$ cat src/rtl/noc_pkg.sv
// Shared definitions for the NoC flit injector: flit field layout,
// credit-return layout, counter sizing and the injector FSM states.
package noc_pkg;

  // Default widths of the generated mesh.
  localparam int DEF_DATA_W       = 64;
  localparam int DEF_DEST_W       = 4;
  localparam int DEF_VC_W         = 1;
  localparam int DEF_LEN_W        = 4;
  localparam int DEF_CREDIT_DEPTH = 4;

  // Flit layout, LSB first: data | vc | dest | tail | valid.
  function automatic int flit_w(input int data_w, input int dest_w, input int vc_w);
    return 2 + dest_w + vc_w + data_w;
  endfunction

  function automatic int flit_vc_lsb(input int data_w);
    return data_w;
  endfunction

  function automatic int flit_dest_lsb(input int data_w, input int vc_w);
    return data_w + vc_w;
  endfunction

  function automatic int flit_tail_bit(input int data_w, input int dest_w, input int vc_w);
    return data_w + vc_w + dest_w;
  endfunction

  function automatic int flit_valid_bit(input int data_w, input int dest_w, input int vc_w);
    return data_w + vc_w + dest_w + 1;
  endfunction

  // Credit return layout: {valid, vc}, vc in the low bits.
  function automatic int credit_w(input int vc_w);
    return 1 + vc_w;
  endfunction

  function automatic int credit_valid_bit(input int vc_w);
    return vc_w;
  endfunction

  // Counter must hold 0..depth inclusive.
  function automatic int cnt_w(input int depth);
    return $clog2(depth + 1);
  endfunction

  typedef enum logic {
    ST_IDLE = 1'b0,
    ST_SEND = 1'b1
  } inj_state_e;

endpackage

$ cat src/rtl/noc_flit_injector_if.sv
// Command, flit and credit-return signals between a traffic driver and the
// flit injector. The injector takes the slave side.
interface noc_flit_injector_if #(
  parameter int DATA_W = 64,
  parameter int DEST_W = 4,
  parameter int VC_W   = 1,
  parameter int LEN_W  = 4
);
  import noc_pkg::*;

  localparam int FLIT_W = flit_w(DATA_W, DEST_W, VC_W);
  localparam int CR_W   = credit_w(VC_W);

  logic              cmd_valid;
  logic              cmd_ready;
  logic [DEST_W-1:0] cmd_dest;
  logic [VC_W-1:0]   cmd_vc;
  logic [LEN_W-1:0]  cmd_len;
  logic [DATA_W-1:0] cmd_seed;
  logic [FLIT_W-1:0] flit_out;
  logic [CR_W-1:0]   credit_in;

  modport master (
    output cmd_valid, cmd_dest, cmd_vc, cmd_len, cmd_seed, credit_in,
    input  cmd_ready, flit_out
  );

  modport slave (
    input  cmd_valid, cmd_dest, cmd_vc, cmd_len, cmd_seed, credit_in,
    output cmd_ready, flit_out
  );

endinterface

$ cat src/rtl/noc_vc_credit_counter.sv
// Per-VC credit counter: loads DEPTH on reset, -1 per send, +1 per return.
// A return that would exceed DEPTH saturates and sets a sticky error flag.
module noc_vc_credit_counter #(
  parameter int DEPTH = 4,
  parameter int CNT_W = noc_pkg::cnt_w(DEPTH)
) (
  input  logic             CLK,
  input  logic             RST_N,
  input  logic             dec,
  input  logic             inc,
  output logic [CNT_W-1:0] count,
  output logic             err
);

  localparam logic [CNT_W-1:0] MAX_CNT = CNT_W'(DEPTH);

  logic [CNT_W-1:0] count_q, count_d;
  logic             err_q, err_d;

  // Next count: simultaneous send and return cancel out.
  always_comb begin
    count_d = count_q;
    err_d   = err_q;
    if (inc && !dec) begin
      if (count_q == MAX_CNT) err_d = 1'b1;
      else                    count_d = count_q + CNT_W'(1);
    end else if (dec && !inc) begin
      if (count_q != '0) count_d = count_q - CNT_W'(1);
    end
  end

  // Counter and error flag registers.
  always_ff @(posedge CLK) begin
    if (!RST_N) begin
      count_q <= MAX_CNT;
      err_q   <= 1'b0;
    end else begin
      count_q <= count_d;
      err_q   <= err_d;
    end
  end

  assign count = count_q;
  assign err   = err_q;

endmodule

$ cat src/rtl/noc_flit_injector.sv
// Credit-aware flit source for one mesh send port. Accepts packet commands
// and emits one registered flit per cycle while the packet's VC has credit.
// Build option NOC_INJ_TIMESTAMP_EN: stamps a free-running 32-bit cycle
// count into the top 32 data bits of each head flit (needs DATA_W >= 32).
//
// state   | meaning
// IDLE    | ready for a command, no flits emitted
// SEND    | serialising the latched packet, stalls while VC has no credit
module noc_flit_injector
  import noc_pkg::*;
#(
  parameter int DATA_W       = DEF_DATA_W,
  parameter int DEST_W       = DEF_DEST_W,
  parameter int VC_W         = DEF_VC_W,
  parameter int CREDIT_DEPTH = DEF_CREDIT_DEPTH,
  parameter int LEN_W        = DEF_LEN_W
) (
  input  logic                 CLK,
  input  logic                 RST_N,
  noc_flit_injector_if.slave   inj,
  output logic                 busy,
  output logic [15:0]          pkts_sent,
  output logic                 credit_err
);

  localparam int NUM_VCS  = 2 ** VC_W;
  localparam int FLIT_W   = flit_w(DATA_W, DEST_W, VC_W);
  localparam int CNT_W    = cnt_w(CREDIT_DEPTH);
  localparam int CR_VALID = credit_valid_bit(VC_W);

  inj_state_e        state_q, state_d;
  logic [DEST_W-1:0] dest_q, dest_d;
  logic [VC_W-1:0]   vc_q, vc_d;
  logic [LEN_W-1:0]  last_q, last_d;
  logic [LEN_W-1:0]  idx_q, idx_d;
  logic [DATA_W-1:0] seed_q, seed_d;
  logic [FLIT_W-1:0] flit_q, flit_d;
  logic [15:0]       pkts_q, pkts_d;

  logic [DATA_W-1:0] data_c;
  logic              send;
  logic              can_send;
  logic              ret_valid;
  logic [VC_W-1:0]   ret_vc;
  logic [NUM_VCS-1:0] dec_vc, inc_vc, err_vc;
  logic [CNT_W-1:0]  cnt_vc [NUM_VCS];

  assign ret_valid = inj.credit_in[CR_VALID];
  assign ret_vc    = inj.credit_in[VC_W-1:0];

  for (genvar v = 0; v < NUM_VCS; v++) begin : g_vc
    assign dec_vc[v] = send && (vc_q == VC_W'(v));
    assign inc_vc[v] = ret_valid && (ret_vc == VC_W'(v));

    noc_vc_credit_counter #(
      .DEPTH (CREDIT_DEPTH),
      .CNT_W (CNT_W)
    ) u_credit (
      .CLK   (CLK),
      .RST_N (RST_N),
      .dec   (dec_vc[v]),
      .inc   (inc_vc[v]),
      .count (cnt_vc[v]),
      .err   (err_vc[v])
    );
  end

  // Decision uses the registered count, so a return is usable next cycle.
  assign can_send = (cnt_vc[vc_q] != '0);

`ifdef NOC_INJ_TIMESTAMP_EN
  logic [31:0] ts_q, ts_d;

  // Free-running cycle count for head-flit timestamps.
  always_comb ts_d = ts_q + 32'd1;

  // Timestamp register, zero in the first cycle after reset.
  always_ff @(posedge CLK) begin
    if (!RST_N) ts_q <= '0;
    else        ts_q <= ts_d;
  end
`endif

  // Payload: seed plus flit index, head optionally stamped in the top bits.
  always_comb begin
    data_c = seed_q + DATA_W'(idx_q);
`ifdef NOC_INJ_TIMESTAMP_EN
    if (idx_q == '0) data_c[DATA_W-1 -: 32] = ts_q;
`endif
  end

  // FSM next state, packet latch and flit generation.
  always_comb begin
    state_d       = state_q;
    dest_d        = dest_q;
    vc_d          = vc_q;
    last_d        = last_q;
    idx_d         = idx_q;
    seed_d        = seed_q;
    flit_d        = '0;
    pkts_d        = pkts_q;
    send          = 1'b0;
    busy          = 1'b0;
    inj.cmd_ready = 1'b0;
    case (state_q)
      ST_IDLE: begin
        inj.cmd_ready = 1'b1;
        if (inj.cmd_valid) begin
          dest_d  = inj.cmd_dest;
          vc_d    = inj.cmd_vc;
          seed_d  = inj.cmd_seed;
          last_d  = (inj.cmd_len == '0) ? '0 : inj.cmd_len - LEN_W'(1);
          idx_d   = '0;
          state_d = ST_SEND;
        end
      end
      ST_SEND: begin
        busy = 1'b1;
        if (can_send) begin
          send   = 1'b1;
          flit_d = {1'b1, (idx_q == last_q), dest_q, vc_q, data_c};
          if (idx_q == last_q) begin
            pkts_d  = pkts_q + 16'd1;
            state_d = ST_IDLE;
          end else begin
            idx_d = idx_q + LEN_W'(1);
          end
        end
      end
      default: state_d = ST_IDLE;
    endcase
  end

  // State, packet context and output registers; reset aborts any packet.
  always_ff @(posedge CLK) begin
    if (!RST_N) begin
      state_q <= ST_IDLE;
      dest_q  <= '0;
      vc_q    <= '0;
      last_q  <= '0;
      idx_q   <= '0;
      seed_q  <= '0;
      flit_q  <= '0;
      pkts_q  <= '0;
    end else begin
      state_q <= state_d;
      dest_q  <= dest_d;
      vc_q    <= vc_d;
      last_q  <= last_d;
      idx_q   <= idx_d;
      seed_q  <= seed_d;
      flit_q  <= flit_d;
      pkts_q  <= pkts_d;
    end
  end

  assign inj.flit_out = flit_q;
  assign pkts_sent    = pkts_q;
  assign credit_err   = |err_vc;

endmodule
$ cat src/flat_wrapper.sv
// flat-port wrapper written by rule: the top's interface ports become plain ports
module noc_flit_injector_flat import noc_pkg::*;
#(
  parameter int DATA_W       = DEF_DATA_W,
  parameter int DEST_W       = DEF_DEST_W,
  parameter int VC_W         = DEF_VC_W,
  parameter int CREDIT_DEPTH = DEF_CREDIT_DEPTH,
  parameter int LEN_W        = DEF_LEN_W
)
  (CLK, RST_N, busy, pkts_sent, credit_err, inj_cmd_valid, inj_cmd_dest, inj_cmd_vc, inj_cmd_len, inj_cmd_seed, inj_credit_in, inj_cmd_ready, inj_flit_out);
  noc_flit_injector_if #(.DATA_W(DATA_W), .DEST_W(DEST_W), .VC_W(VC_W), .LEN_W(LEN_W)) inj_i ();
  input  logic CLK;
  input  logic RST_N;
  output logic busy;
  output logic [15:0] pkts_sent;
  output logic credit_err;
  input wire logic [$bits(inj_i.cmd_valid)-1:0] inj_cmd_valid;
  input wire logic [$bits(inj_i.cmd_dest)-1:0] inj_cmd_dest;
  input wire logic [$bits(inj_i.cmd_vc)-1:0] inj_cmd_vc;
  input wire logic [$bits(inj_i.cmd_len)-1:0] inj_cmd_len;
  input wire logic [$bits(inj_i.cmd_seed)-1:0] inj_cmd_seed;
  input wire logic [$bits(inj_i.credit_in)-1:0] inj_credit_in;
  output wire logic [$bits(inj_i.cmd_ready)-1:0] inj_cmd_ready;
  output wire logic [$bits(inj_i.flit_out)-1:0] inj_flit_out;
  assign inj_i.cmd_valid = inj_cmd_valid;
  assign inj_i.cmd_dest = inj_cmd_dest;
  assign inj_i.cmd_vc = inj_cmd_vc;
  assign inj_i.cmd_len = inj_cmd_len;
  assign inj_i.cmd_seed = inj_cmd_seed;
  assign inj_i.credit_in = inj_credit_in;
  assign inj_cmd_ready = inj_i.cmd_ready;
  assign inj_flit_out = inj_i.flit_out;
  noc_flit_injector #(.DATA_W(DATA_W), .DEST_W(DEST_W), .VC_W(VC_W), .CREDIT_DEPTH(CREDIT_DEPTH), .LEN_W(LEN_W)) u_core (.CLK(CLK), .RST_N(RST_N), .inj(inj_i), .busy(busy), .pkts_sent(pkts_sent), .credit_err(credit_err));
endmodule
$ cat config.mk
export PLATFORM = sky130hd
export DESIGN_NAME = noc_flit_injector_flat
export DESIGN_NICKNAME = d
export VERILOG_FILES = /design/src/rtl/noc_pkg.sv /design/src/rtl/noc_flit_injector_if.sv /design/src/rtl/noc_vc_credit_counter.sv /design/src/rtl/noc_flit_injector.sv /design/src/flat_wrapper.sv
export SDC_FILE = /design/constraint.sdc
export NUM_CORES = 1
export LEC_CHECK = 0
export CAP_MARGIN = 20
export CORE_UTILIZATION = 46
export DETAILED_ROUTE_END_ITERATION = 10
export PLACE_DENSITY = 0.77
export SETUP_SLACK_MARGIN = 0.3
export SLEW_MARGIN = 5
export SYNTH_ARGS = -nofsm -noshare
export SYNTH_HDL_FRONTEND = slang
export SYNTH_SLANG_ARGS = --single-unit
$ cat constraint.sdc
create_clock -name CLK -period 2.55 [get_ports CLK]
set_input_delay 0.255 -clock CLK [delete_from_list [all_inputs] [get_ports CLK]]
set_output_delay 0.255 -clock CLK [all_outputs]
set_load 0.005 [all_outputs]
# Yosys cells after proc, flatten, opt, wreduce, memory -nomap -nowiden
# Cells that the tools add are included.
# word_totals
regBits,173
in_bits,78
output_inout_bits,90
word_cells,89
# classes
addsub,8
n_lt_le_gt_ge,1
n_eq_ne,8
muxes,25
n_bitwise,4
n_reduce_logical,30
# op_table
operator,n
two-way mux 71 bit,1
adder 64 x 4 -> 64 bit,1
two-way mux 3 bit,11
adder 16 x 1 -> 16 bit (second input constant),1
two-way mux 4 bit,4
AND reduction 3 bit,5
!= test 2 bit (second input constant),5
nonzero test 3 bit,3
logical AND 1 bit,8
one-hot mux 4 bit (2 select lines),1
AND reduction 2 bit,4
nonzero test 2 bit,4
two-way mux 1 bit,7
adder 3 x 1 -> 3 bit (second input constant),2
equality test 3 bit (second input constant),2
subtractor 3 x 1 -> 3 bit (second input constant),2
adder 4 x 1 -> 4 bit (second input constant),1
equality test 4 bit,1
logical NOT 1 bit,4
logical NOT 4 bit,1
subtractor 4 x 1 -> 4 bit (second input constant),1
inverter 1 bit,3
>= comparator 2 bit (second input constant),1
inverter 1 -> 2 bit,1
2 further kinds,2

# Logic depth before layout (Yosys ltp)
# Gate-level depths: netlist of the first run.
# depth
depth_word,12
mapped_depth,13
depth_no_buf,11

# Modules after synthesis
# From an unflattened synthesis of the first run, not the netlist that was laid out.
# hier_totals
cells_unflattened,875
hier_area_um2,7333.3
# modules_own_cells
mod,instances,cells_per_inst,area_per_inst_um2,seq_area_each_um2
noc_flit_injector,1,825,6862.8,3303.2
noc_vc_credit_counter,2,25,235.2,80.1

# Worst setup path before layout of the first run
# OpenSTA, ideal clock, no wires.
# synth_timing
path_type,register to register
startpoint,register u_core.g_vc[0].u_credit.count_q[2]
endpoint,register u_core.g_vc[1].u_credit.count_q[2]
setup_ns,0.106
arrival_ns,2.520
required_ns,2.444
setup_slack_ns,-0.076
stages_incl_launch_ff,12
path_buffers,2
period_less_slack_ns,2.626
path_cell_list,dfxtp_1 -> o41ai_1 -> nor2_1 -> clkbuf_1 -> nand2_1 -> ha_1 -> clkbuf_1 -> inv_1 -> fa_1 -> nor3_1 -> a21oi_1 -> o311ai_0
# synth_between
elab_chain_len,11
elab_cells_between_ends,15
cone_classes,eq/ne: 1; mux: 6; reduce/logical: 8
# synth_rtl
element,line,source
start: declaration,noc_vc_credit_counter.sv:17,"logic [CNT_W-1:0] count_q, count_d;"
start signal: assignment,noc_vc_credit_counter.sv:38,count_q <= count_d;
two-way mux 3 bit (not written as such) (*) (3 in series),noc_flit_injector.sv:69,assign can_send = (cnt_vc[vc_q] != '0);
nonzero test 3 bit (*),noc_flit_injector.sv:69,
two-way mux 1 bit (*),noc_flit_injector.sv:119,if (can_send) begin
two-way mux 1 bit (*),noc_flit_injector.sv:105,case (state_q)
logical AND 1 bit (*),noc_flit_injector.sv:52,assign dec_vc[v] = send && (vc_q == VC_W'(v));
logical NOT 1 bit,noc_vc_credit_counter.sv:24,if (inc && !dec) begin
logical AND 1 bit,noc_vc_credit_counter.sv:24,
!= test 2 bit (no line) or nonzero test 2 bit (tied branches),--,
AND reduction 3 bit (no line),--,
end signal: assignment,noc_vc_credit_counter.sv:38,
end: declaration,noc_vc_credit_counter.sv:17,
# Every way passes the cells marked *; elsewhere a longest branch is shown, timed or not. The select of a mux whose other input is x is not followed.
# A chain may end at the register's enable or synchronous reset.

# Worst setup path in the final report of the first run
# layout_timing
startpoint,register u_core.g_vc[0].u_credit.count_q[2]
endpoint,register u_core.g_vc[0].u_credit.count_q[2]
# layout_between
elab_chain_len,11
elab_cells_between_ends,22
cone_classes,add/sub: 2; eq/ne: 2; mux: 9; reduce/logical: 9
# layout_rtl
element,line
two-way mux 3 bit (not written as such) (3 in series),noc_flit_injector.sv:69
nonzero test 3 bit,noc_flit_injector.sv:69
two-way mux 1 bit,noc_flit_injector.sv:119
two-way mux 1 bit,noc_flit_injector.sv:105
logical AND 1 bit,noc_flit_injector.sv:52
logical NOT 1 bit,noc_vc_credit_counter.sv:24
logical AND 1 bit,noc_vc_credit_counter.sv:24
!= test 2 bit (no line) or nonzero test 2 bit (tied branches),--
AND reduction 3 bit (no line),--
# Several ways; a longest one is shown, not always the timed one. The select of a mux whose other input is x is not followed.

==> results.json, run 1 <==
{
  "status": "finished, final reports clean",
  "postLayoutCoreUtil_pct": 64.4,
  "r2r_start": "u_core.g_vc[0].u_credit.count[2]",
  "arrival_ns": 2.44,
  "ios": 168,
  "place.port_buffers": 167,
  "finalCritPeriodShare_pct": 84.7,
  "synth_simple_gate_area_share_pct": 27.0,
  "fmax_ghz": 0.463,
  "synthesis.area_sq_mm": 0.00753,
  "synthFlopType": "dfxtp_1",
  "crit_fanout": 5,
  "rsz0062_at_grt": "true",
  "multi_input_area_sq_mm": 0.00393,
  "yosys.area_share.xor_xnor_pct": 5.35,
  "worstMarginPinSlew_ns": 0.555,
  "cts_root_buffer": "clkbuf_16",
  "regArea_sq_mm": 0.00347,
  "die_w_microns": 130,
  "drive_gt1_share_pct": 8.75,
  "n_fill_cell": 1348,
  "synth_top_area_share_pct": 46.0,
  "grt_pass1_vias": 6223,
  "min_path_type": "in -> reg",
  "ys_types": 51,
  "synth_edf_count": 0,
  "maxSlewViolCount": 0,
  "gp_congestion": 0.829,
  "final.setup_skew_ns": 0.00723,
  "cts_tree": "done",
  "yosys_warnings": 0,
  "syn_to_final_growth_pct": 36.4,
  "drt_iter0_markers": 356,
  "cp.required_ns": 2.83,
  "core_area_sq_mm": 0.0159,
  "yosysSeqAreaShare_pct": 46.0,
  "yosys-top-cells-area": "dfxtp_1, nand2_1, a21boi_0",
  "hp-start": "RST_N",
  "grt_max_degree": 65,
  "end_kind": "flip-flop",
  "power_density_mw_per_mm2": 635,
  "num_rows": 46,
  "syn-num-nets": 965,
  "worstRegToRegCells": 8,
  "synth_top_family_by_area": "simple AND/OR/NAND/NOR gates",
  "clock_sinks": 173,
  "synthAdderAreaFrac_pct": 2.13,
  "min_delay_path_depth": 4,
  "cts_made_buffers": 17,
  "async_reset_ff_share_pct": 0,
  "htree_num_levels": 4,
  "final_nets": 1127,
  "clk_pin_slew_ns": 0.06,
  "slew_headroom_pct": 62.9,
  "grt_use_total_pct": 22.9,
  "peakVddDrop_mv": 0.460,
  "clock_latency_ns": 0.43,
  "cts_buffer_depth": 2,
  "final_common_cell": "nand2_1",
  "post-route-drc-count": 0,
  "synth_compound_area_share_pct": 15.7,
  "wl_per_cell_microns": 14.8,
  "drt_pass1_iterations": 5,
  "synth_mux_area_share_pct": 0.266,
  "post-dp-hpwl_mm": 13.1,
  "hold_violations": 0,
  "via_count": 6717,
  "ys_seq_elements": 173,
  "die-area_sq_mm": 0.0169,
  "grt_pass1_wl_mm": 30.1,
  "power_leakage_nw": 3.70,
  "synth_cells": 876,
  "start_util_pct": 47.2,
  "min_period_ns": 2.16,
  "maxCapViolations": 0,
  "yosys.area.top_type": "dfxtp_1",
  "hold_buffers": 0,
  "final_cell_mix": "nand2_1, dfxtp_1, clkdlybuf4s50_1",
  "wl_mm": 18.8,
  "grt_overflow": 0,
  "path_class": "reg -> reg",
  "avgSynthCellArea_sq_um": 8.59,
  "crit_start": "u_core.g_vc[0].u_credit.count[2]",
  "setup-violations-final": 0,
  "final_antenna_net_count": 0,
  "avgViaCountPerCell": 5.30,
  "start_kind": "flip-flop",
  "die_h_microns": 130,
  "grt_antenna_before_repair": 2,
  "finalSetupTns_ns": 0
}
## critical path: stages, from the launching register on
cell and delay, ns:
dfxtp_2 0.36, o41ai_4 0.40, or2_2 0.17, ha_2 0.22, inv_1 0.07, fa_1 0.41
xnor2_2 0.15, a21oi_1 0.14, o21ai_0 0.09
## state kept, by name (all words and copies together) (netlist names)
name	flops
u_core.seed_q	64
u_core.inj.flit_out	71
u_core.g_vc.u_credit.count	6
u_core.state_q	1
u_core.g_vc.u_credit.err	2
u_core.pkts_sent	16
u_core.last_q	4
u_core.dest_q	4
u_core.idx_q	4
u_core.vc_q	1
## layout make-up
cell class,instances,area share [%]
timing repair buffer,193,18.4
antenna,1,0.0244
sequential,173,33.8
clock buffer,22,4.62
tap,216,2.63
multi-input combinational,635,38.3
inverter,18,0.658
clock inverter,10,1.56
## power breakdown
group	leakage, nW	switching [W]	internal [W]
clock	0.310	0.00105	0.00172
combinational	1.98	0.000380	0.000385
sequential	1.41	0.000146	0.00284
total	3.70	0.00158	0.00494
## layer usage
layer  track usage [%]  vias up  routed length (microns)
met1              28.0     3093                     8230
li1                  -     3373                        -
met4              8.62        2                      377
met2              38.7      215                     8960
met5                 0        -                       13
met3              5.99       34                     1210
## what timing repair did
item | in CTS | in global routing
gates resized for setup | 9 | 13
setup buffers | 3 | 3
setup endpoints to repair | 22 | 26
hold endpoints to repair | 0 | 0
pin swaps | 3 | 4
## through the flow
| step | hold slack [ns] | power [W] | area (sq um) | setup WS (ns) | std cells |
|---|---|---|---|---|---|
| global route | 0.319 | 0.00679 | 10300 | 0.249 | 1267 |
| finish | 0.300 | 0.00652 | 10300 | 0.391 | 1268 |
| global placement | 0.446 | 0.00376 | 9470 | 0.0800 | 1229 |
| floorplan | 0.400 | 0.00342 | 7550 | 0.312 | 876 |
| detailed placement | 0.453 | 0.00378 | 9470 | 0.0133 | 1229 |
| CTS | 0.290 | 0.00654 | 10200 | 0.314 | 1264 |
## path summary, 6_finish.rpt
check,slack (ns),endpoint
max,0.39,u_core.g_vc[0].u_credit.count[2]
min,0.30,u_core.inj.flit_out[52]
max reg2reg,0.39,u_core.g_vc[0].u_credit.count[2]
min reg2reg,0.46,u_core.dest_q[1]
## Yosys cell counts, drive strengths merged (3+ instances only)
| master | instances |
|---|---|
| nor3 | 15 |
| o21ai | 20 |
| fa | 3 |
| nor2b | 6 |
| xnor2 | 24 |
| a31oi | 3 |
| or2 | 3 |
| xor2 | 22 |
| and3 | 16 |
| nand4 | 27 |
| nor4 | 18 |
| and2 | 17 |
| buf | 9 |
| nand3 | 27 |
| ha | 8 |
| a211oi | 3 |
| or3 | 13 |
| o31ai | 18 |
| nand2 | 179 |
| nor2 | 45 |
| a21oi | 38 |
| a21boi | 75 |
| o21a | 6 |
| dfxtp | 173 |
| clkbuf | 41 |
| o211ai | 4 |
| or4 | 23 |
| inv | 17 |
## logic make-up (layout without fill, tap and decap cells)
logic type      count (synthesis)  after routing
compound gates                176            176
flops                         173            173
other cells                     0              1
buf+inv                        68            243
mux                             2              2
fa+ha+maj                      11             11
xor+xnor                       46             46
simple gates                  400            400
Power figures use the tool's default switching activity.
==> run 2: changes to the inputs <==
--- a/config.mk
+++ b/config.mk
@@ -6,9 +6,9 @@
 export NUM_CORES = 1
 export LEC_CHECK = 0
 export CAP_MARGIN = 20
-export CORE_UTILIZATION = 46
+export CORE_UTILIZATION = 50
 export DETAILED_ROUTE_END_ITERATION = 10
-export PLACE_DENSITY = 0.77
+export PLACE_DENSITY = 0.79
 export SETUP_SLACK_MARGIN = 0.3
 export SLEW_MARGIN = 5
 export SYNTH_ARGS = -nofsm -noshare
==> constraint.sdc (replaced) <==
create_clock -name CLK -period 2.3 [get_ports CLK]
set_input_delay 0.23 -clock CLK [delete_from_list [all_inputs] [get_ports CLK]]
set_output_delay 0.23 -clock CLK [all_outputs]
set_load 0.005 [all_outputs]
==> results.json, run 2 (synthesized netlist as in run 1, its figures left out) <==
{
  "drt_iter0_markers": 547,
  "crit_cells": 6,
  "grt_max_degree": 45,
  "via_count": 7139,
  "top_usage_layer": "met2",
  "arrival_ns": 2.41,
  "ff2ff_setup_slack_ns": 0.25,
  "wl_per_cell_microns": 16.2,
  "rsz0062_at_grt": "true",
  "die_h_microns": 125,
  "avgViaCountPerCell": 5.59,
  "switching_power_w": 0.00176,
  "cts_made_buffers": 17,
  "final.setup_skew_ns": 0.00726,
  "setup-violations-final": 0,
  "met1_usage_pct": 31.3,
  "htree_num_levels": 4,
  "power_density_mw_per_mm2": 659,
  "path_class": "reg -> reg",
  "die-area_sq_mm": 0.0155,
  "critPathMaxStageDelay_ns": 0.50,
  "finalCritPeriodShare_pct": 89.3,
  "final_nets": 1169,
  "maxCapViolations": 0,
  "clk_pin_slew_ns": 0.06,
  "endpoint": "u_core.inj.flit_out[61]",
  "gp_congestion": 0.810,
  "end_kind": "flip-flop",
  "crit_chain": "nand4_1, nor4_2, buf_4, nand4_4, or4_1, a21oi_1",
  "p_int_w": 0.00527,
  "worstMarginPinSlew_ns": 0.580,
  "crit_start": "u_core.seed_q[38]",
  "start_util_pct": 51.6,
  "die_w_microns": 125,
  "core_area_sq_mm": 0.0146,
  "antennaDiodeCount": 0,
  "post-route-drc-count": 0,
  "ios": 168,
  "grt_pass1_vias": 6745,
  "seqPwrFrac_pct": 47.1,
  "power_leakage_nw": 3.93,
  "grt_use_total_pct": 25.7,
  "cp.required_ns": 2.66,
  "post-dp-hpwl_mm": 13.5,
  "final_antenna_net_count": 0,
  "grt_antenna_before_repair": 0,
  "slew_headroom_pct": 61.2,
  "hold_slack_ns": 0.159,
  "grt_pass1_wl_mm": 32.4,
  "largest_register_ffs": 71,
  "final_cell_area_sq_mm": 0.0107,
  "drive_gt1_share_pct": 15.7,
  "peakVddDrop_mv": 0.483,
  "clockPowerShare_pct": 39.7,
  "place_area_sq_mm": 0.00954,
  "place.port_buffers": 167,
  "crit_fanout": 8,
  "grt_overflow": 0,
  "finalSetupTns_ns": 0,
  "clock_sinks": 173,
  "min_path_type": "in -> reg",
  "cpMaxStageDelayCell": "or4_1",
  "final_common_cell": "nand2_1",
  "status": "finished, final reports clean",
  "cts_root_buffer": "clkbuf_16",
  "cp_num_buf_inv": 1,
  "maxSlewViolCount": 0,
  "use_met2_pct": 43.2,
  "cts_buffer_depth": 2,
  "num_rows": 44,
  "n_fill_cell": 1059,
  "min_period_ns": 2.05,
  "fmax_ghz": 0.487,
  "hold_violations": 0,
  "final_cell_mix": "nand2_1, clkdlybuf4s50_1, dfxtp_1",
  "r2r-end": "u_core.inj.flit_out[61]",
  "cts_tree": "done",
  "r2r_start": "u_core.seed_q[38]",
  "wl_mm": 20.7,
  "dp_slack_ns": -0.0677,
  "met3_usage_pct": 5.63,
  "setup_ws_ns": 0.246,
  "worstRegToRegCells": 6,
  "clock_latency_ns": 0.43,
  "syn_to_final_growth_pct": 41.7,
  "swShare_pct": 25.0,
  "path_delay_family": "simple AND/OR/NAND/NOR gates",
  "power_frac_comb_pct": 13.2,
  "start_kind": "flip-flop",
  "drt_pass1_iterations": 5
}
[run 2: cell types whose count changed in the layout (fill, tap and decap cells not counted), moves of 3 or more]
cell      previous run  this run
buf_4               23        60
dfxtp_4              0         4
clkbuf_1             2         6
dfxtp_2              3        23
ha_4                 1         4
buf_6                1         4
dfxtp_1            170       146
[run 2: worst min-delay path by stage]
stage / startpoint / end / slack, ns / depth (start not counted)
finish: RST_N / u_core.g_vc[1].u_credit.count[2] / 0.16 / 2
global route: RST_N / u_core.g_vc[1].u_credit.count[2] / 0.17 / 2
CTS: RST_N / u_core.g_vc[1].u_credit.count[2] / 0.14 / 2
detailed placement: u_core.dest_q[2] / u_core.dest_q[2] / 0.45 / 2
global placement: u_core.dest_q[1] / u_core.dest_q[1] / 0.45 / 2
floorplan: inj_cmd_dest[0] / u_core.dest_q[0] / 0.37 / 2
[run 2: routing by layer]
layer,up-vias,part of all wire (%)
li1,3471,-
met1,3339,42
met2,280,49
met3,49,6.0
met4,0,2.8
met5,-,0
[run 2: stage by stage]
stage	instances	power [W]	utilization [%]
final	1277	0.00704	73.1
after global routing	1277	0.00731	73.1
after detailed placement	1210	0.00422	65.4
after CTS	1254	0.00701	70.8
after global placement	1210	0.00419	65.4
after floorplan	876	0.00380	-
[run 2: timing repair]
| action | 4_1_cts | 5_1_grt |
|---|---|---|
| hold buffers | 0 | 0 |
| buffers inserted | 12 | 21 |
| setup endpoints to repair | 38 | 45 |
| gates cloned | 0 | 2 |
| resized for setup | 26 | 48 |
| pin swaps | 14 | 24 |
[run 2: power by group through the flow]
stage / clock network (W) / logic [W] / registers (W)
floorplan: 0 / 0.000466 / 0.00333
global placement: 0 / 0.000838 / 0.00336
detailed placement: 0 / 0.000859 / 0.00336
CTS: 0.00281 / 0.000891 / 0.00331
global route: 0.00296 / 0.00102 / 0.00334
finish: 0.00279 / 0.000926 / 0.00332
[run 2: worst reg2reg max path: stages, from the launching register on]
cell	delay (ns)
dfxtp_1	0.37
nand4_1	0.29
nor4_2	0.33
buf_4	0.17
nand4_4	0.16
or4_1	0.50
a21oi_1	0.16
[run 2: layout make-up]
cell class                      instances  area (sq um)  area share, %
Multi-Input combinational cell        637          4100           38.4
Sequential cell                       173          3510           32.9
Timing Repair Buffer                  233          2200           20.6
Clock buffer                           25           475           4.46
Tap cell                              184           230           2.16
Clock inverter                          7          87.6          0.821
Inverter                               18          71.3          0.668
